File: src/rtl/multiplicador_pkg.sv
// Shared definitions for the sequential shift-and-add multiplier:
// FSM state encoding and a width helper for the iteration counter.
package multiplicador_pkg;

    typedef enum logic [1:0] {
        ST_IDLE = 2'd0,
        ST_CALC = 2'd1,
        ST_DONE = 2'd2
    } state_t;

    // Bits needed to hold values 0..value-1; never less than one bit.
    function automatic int clog2(input int value);
        int bits;
        bits = 1;
        while ((1 << bits) < value) begin
            bits = bits + 1;
        end
        return bits;
    endfunction

endpackage

File: src/rtl/adder_n.sv
// Parametrised combinational adder: N-bit operands, N+1-bit sum with carry out.
module adder_n #(
    parameter int N = 4
) (
    input  logic [N-1:0] OperandoA,
    input  logic [N-1:0] OperandoB,
    output logic [N:0]   Soma
);

    assign Soma = {1'b0, OperandoA} + {1'b0, OperandoB};

endmodule

File: src/rtl/multiplicador_seq.sv
// Sequential shift-and-add multiplier, one partial product per clock.
// Signed mode multiplies magnitudes and negates the product when the signs differ.
module multiplicador_seq
    import multiplicador_pkg::*;
#(
    parameter int WIDTH  = 4,
    parameter bit SIGNED = 1'b0
) (
    input  logic                 Clock,
    input  logic                 Reset_n,
    input  logic                 Start,
    input  logic [WIDTH-1:0]     OperandoA,
    input  logic [WIDTH-1:0]     OperandoB,
    output logic                 Busy,
    output logic                 Done,
    output logic [2*WIDTH-1:0]   Produto
);

    localparam int CW = clog2(WIDTH);

    state_t               state;
    logic [WIDTH-1:0]     mcand;
    logic [WIDTH-1:0]     mq;
    logic [WIDTH-1:0]     acc;
    logic                 neg;
    logic [CW-1:0]        counter;

    logic [WIDTH-1:0]     addend;
    logic [WIDTH:0]       soma;
    logic [2*WIDTH-1:0]   shifted;
    logic [WIDTH-1:0]     mag_a;
    logic [WIDTH-1:0]     mag_b;
    logic                 neg_in;

    // NOTE: every always_comb output gets a value on every path, so no latch is inferred.
    always_comb begin
        addend  = mq[0] ? mcand : '0;
        shifted = {soma, mq[WIDTH-1:1]};
        mag_a   = OperandoA;
        mag_b   = OperandoB;
        neg_in  = 1'b0;
        if (SIGNED) begin
            // -2^(WIDTH-1) negates to itself, which read as unsigned is the right magnitude.
            if (OperandoA[WIDTH-1]) mag_a = -OperandoA;
            if (OperandoB[WIDTH-1]) mag_b = -OperandoB;
            neg_in = OperandoA[WIDTH-1] ^ OperandoB[WIDTH-1];
        end
    end

    adder_n #(
        .N (WIDTH)
    ) u_adder (
        .OperandoA (acc),
        .OperandoB (addend),
        .Soma      (soma)
    );

    // NOTE: state registers use non-blocking assignments so every flop samples pre-edge values.
    always_ff @(posedge Clock or negedge Reset_n) begin
        if (!Reset_n) begin
            state   <= ST_IDLE;
            Busy    <= 1'b0;
            Done    <= 1'b0;
            Produto <= '0;
            counter <= '0;
            mcand   <= '0;
            mq      <= '0;
            acc     <= '0;
            neg     <= 1'b0;
        end else begin
            case (state)
                ST_IDLE: begin
                    if (Start) begin
                        mcand   <= mag_a;
                        mq      <= mag_b;
                        acc     <= '0;
                        neg     <= neg_in;
                        counter <= CW'(WIDTH - 1);
                        Busy    <= 1'b1;
                        state   <= ST_CALC;
                    end
                end
                ST_CALC: begin
                    {acc, mq} <= shifted;
                    counter   <= counter - 1'b1;
                    if (counter == '0) begin
                        Produto <= neg ? -shifted : shifted;
                        Done    <= 1'b1;
                        state   <= ST_DONE;
                    end
                end
                ST_DONE: begin
                    Done  <= 1'b0;
                    Busy  <= 1'b0;
                    state <= ST_IDLE;
                end
                default: begin
                    state <= ST_IDLE;
                end
            endcase
        end
    end

endmodule
File: config.mk
export PLATFORM = sky130hd
export DESIGN_NAME = multiplicador_seq
export DESIGN_NICKNAME = d
export VERILOG_FILES = /design/src/rtl/multiplicador_pkg.sv /design/src/rtl/adder_n.sv /design/src/rtl/multiplicador_seq.sv
export SDC_FILE = /design/constraint.sdc
export NUM_CORES = 1
export LEC_CHECK = 0
export CAP_MARGIN = 20
export CORE_MARGIN = 8
export CORE_UTILIZATION = 45
export CTS_BUF_LIST = sky130_fd_sc_hd__clkbuf_4 sky130_fd_sc_hd__clkbuf_8
export CTS_CLUSTER_DIAMETER = 30
export DETAILED_ROUTE_END_ITERATION = 8
export GPL_ROUTABILITY_DRIVEN = 0
export PLACE_DENSITY = 0.69
export SKIP_CTS_REPAIR_TIMING = 1
export SYNTH_ARGS = -nofsm -noshare
export SYNTH_HDL_FRONTEND = slang
export SYNTH_SLANG_ARGS = --single-unit
File: constraint.sdc
create_clock -name Clock -period 3.1 [get_ports Clock]
set_clock_uncertainty 0.15 [all_clocks]
set_input_delay 0.62 -clock Clock [delete_from_list [all_inputs] [get_ports Clock]]
set_output_delay 0.62 -clock Clock [all_outputs]
set_load 0.02 [all_outputs]
==> results.yml <==
final_layout:
  drive_above_1_share_pct: 12.80
  fillers: 210
  fin_nets: 143
  antenna_cells: 0
  fin_area_um2: 1464
  seq_area_um2: 650.6
  area_delta_synth_final_pct: 24.20
  multi_input_area_um2: 493.0
floorplanning:
  die_w_um: 67.18
  ios: 21
  row_count: 18
  start_util_pct: 47.58
  die_h_um: 67.18
  die-area_um2: 4512
  core_um2: 2477
timing:
  setup_viol: 0
  fmax_mhz: 476.1
  rsz0062_at_grt: "no"
  period_needed_ns: 2.100
  worstMarginPinSlew_ns: 0.5219
  hold_viol: 0
  fin_crit_sh_pct: 67.75
  slew_violations: 0
  setup_tns_ns: 0
  slew-limit-headroom_pct: 65.10
power:
  power.leakage_nw: 0.6736
  power.density_nw_per_um2: 935.4
  ir_drop_mv: 0.6131
grt:
  grt_pass1_wl_mm: 4.015
  grt_use_total_pct: 11.46
  antenna_found_initial: 0
  grt_pass1_vias: 885
  grt.overflow.total: 0
  grt_max_degree: 27
run:
  drv_cap: 0
synthesis:
  syn_avg_cell_area_um2: 11.44
  synth_top_area_share_pct: 55.20
  synth_area_leaders: "dfrtp_1 55%, mux2_2 8.6%, ha_1 5.3%"
  syn-num-nets: 120
  yosysTopAreaCell: "dfrtp_1"
  ys_top_cells_by_count: "26 x dfrtp_1, 12 x nand2_1, 10 x o21ai_0"
  ys_seq_elements: 26
  netlist_area_um2: 1179
  synth-edff-count: 0
  synthArstFlopShare_pct: 100.0
  synth_cell_types: 25
  synth_most_common_cell: "dfrtp_1"
  synthCells: 103
  synth-main-ff-cell: "dfrtp_1"
  ys_seq_area_share_pct: 55.20
  yosys_warnings: 0
setup_path:
  crit_start: "Done$_DFFE_PN0P_"
  path_delay_family: "buffers and inverters"
  endpoint_kind: "primary output"
  critPathKind: "flip-flop to primary output"
  arrival_ns: 1.33
  critPathSlowestCell: "clkdlybuf4s50_1"
  cp-start-kind: "flip-flop"
  path_cells: "clkdlybuf4s50_1"
  max_stage_delay_ns: 0.61
  cp.required_ns: 2.33
  path_max_fanout: 3
  crit_buf_inv: 1
  reg2reg_from: "mq[0]$_DFFE_PN0P_"
clocking:
  cts_buffer_depth: 2
  cts_tree: "done"
  clock_latency_ns: 0.33
  cts-buffers-inserted: 3
  cts.sinks: 26
  h-tree-depth: 1
  path_clk_slew_ns: 0.15
  root_buffer: "clkbuf_4"
detailed_routing:
  drc: 0
  viasPerCell: 5.206
  wirelength_mm: 2.284
  drt_iter0_drc: 35
  dr.pass1.iters: 3
  antenna_left: 0
  detail_route.wl_per_cell_um: 14.74
  num_vias: 807
placed_design:
  dpl-instance-area_um2: 1411
  dp_hpwl_mm: 1.751
  io_buffers: 20
min_path:
  min_from: "Produto[7]$_DFFE_PN0P_"
  hold_path.class: "flip-flop to flip-flop"
status:
  status: "complete, no violations"
-- area by class of cell --
type	instances	share of cell area (%)
inverter	4	1.026
tap	30	2.564
timing repair buffer	22	14.70
multi-input combinational	69	33.68
sequential	26	44.44
clock inverter	1	2.051
clock buffer	3	1.538
-- sequential cells by signal (all words and copies together) (netlist names) --
signal and flops:
Produto 8, acc 4, mcand 4, mq 4, counter 2, state 2, Busy 1, Done 1
-- final timing paths --
| kind | endpoint | slack [ns] | depth (start not counted) |
|---|---|---|---|
| max reg2reg | Produto[7]$_DFFE_PN0P_ | 1.12 | 6 |
| min reg2reg | Produto[7]$_DFFE_PN0P_ | 0.35 | 2 |
| min | Produto[7]$_DFFE_PN0P_ | 0.35 | 2 |
| min in group asynchronous | Done$_DFFE_PN0P_ | 0.48 | 2 |
| max in group asynchronous | Produto[3]$_DFFE_PN0P_ | 2.07 | 2 |
| max | Done | 1.0 | 1 |
-- power by group --
group	internal, mW	total (mW)	switching (mW)
clock network	0.131	0.234	0.103
logic	0.286	0.565	0.279
registers	0.471	0.570	0.0992
total	0.888	1.37	0.481
-- placed cells by master, fill, tap and decap left out, types with 2 or more instances in the layout --
master / netlist / final
a21oi_1: 5 / 5
a22oi_1: 2 / 2
a31oi_1: 3 / 3
and2_1: 7 / 7
buf_4: 0 / 2
clkbuf_4: 0 / 3
clkdlybuf4s50_1: 0 / 20
dfrtp_1: 26 / 26
ha_1: 5 / 5
inv_1: 4 / 4
mux2_2: 9 / 9
nand2_1: 12 / 12
nor2_1: 2 / 2
o21ai_0: 10 / 10
o31ai_1: 2 / 2
-- metrics by stage --
step | util, % | power [mW] | hold slack [ns] | std cells | worst slack, ns
final | 59.09 | 1.369 | 0.3458 | 155 | 0.9997
after global routing | 59.09 | 1.475 | 0.3816 | 155 | 0.9476
after CTS | 59.09 | 1.390 | 0.3546 | 155 | 0.9812
after detailed placement | 56.97 | 1.155 | 0.3221 | 151 | 0.9159
after global placement | 56.97 | 1.127 | 0.3104 | 151 | 0.9483
after floorplan | - | 0.9450 | 0.1744 | 103 | 1.329
-- layer usage --
| layer | share of wire [%] | vias to the layer above | GRT usage (%) |
|---|---|---|---|
| li1 | - | 401 | - |
| met1 | 47 | 389 | 13.97 |
| met2 | 48 | 13 | 19.59 |
| met3 | 3.8 | 4 | 1.656 |
| met4 | 1.3 | 0 | 5.222 |
| met5 | 0 | - | 0 |
-- cell families (layout without fill, tap and decap cells) --
logic type	after synthesis	count (layout)	synth area share, %
adder cells (fa/ha/maj)	6	6	7.006
multiplexers	9	9	8.599
buffers and inverters	8	30	2.972
flip-flops	26	26	55.20
XOR/XNOR	1	1	0.7432
AND/OR/NAND/NOR	27	27	12.31
AO/OA/AOI/OAI	26	26	13.16
(Power assumes the default switching activity.)
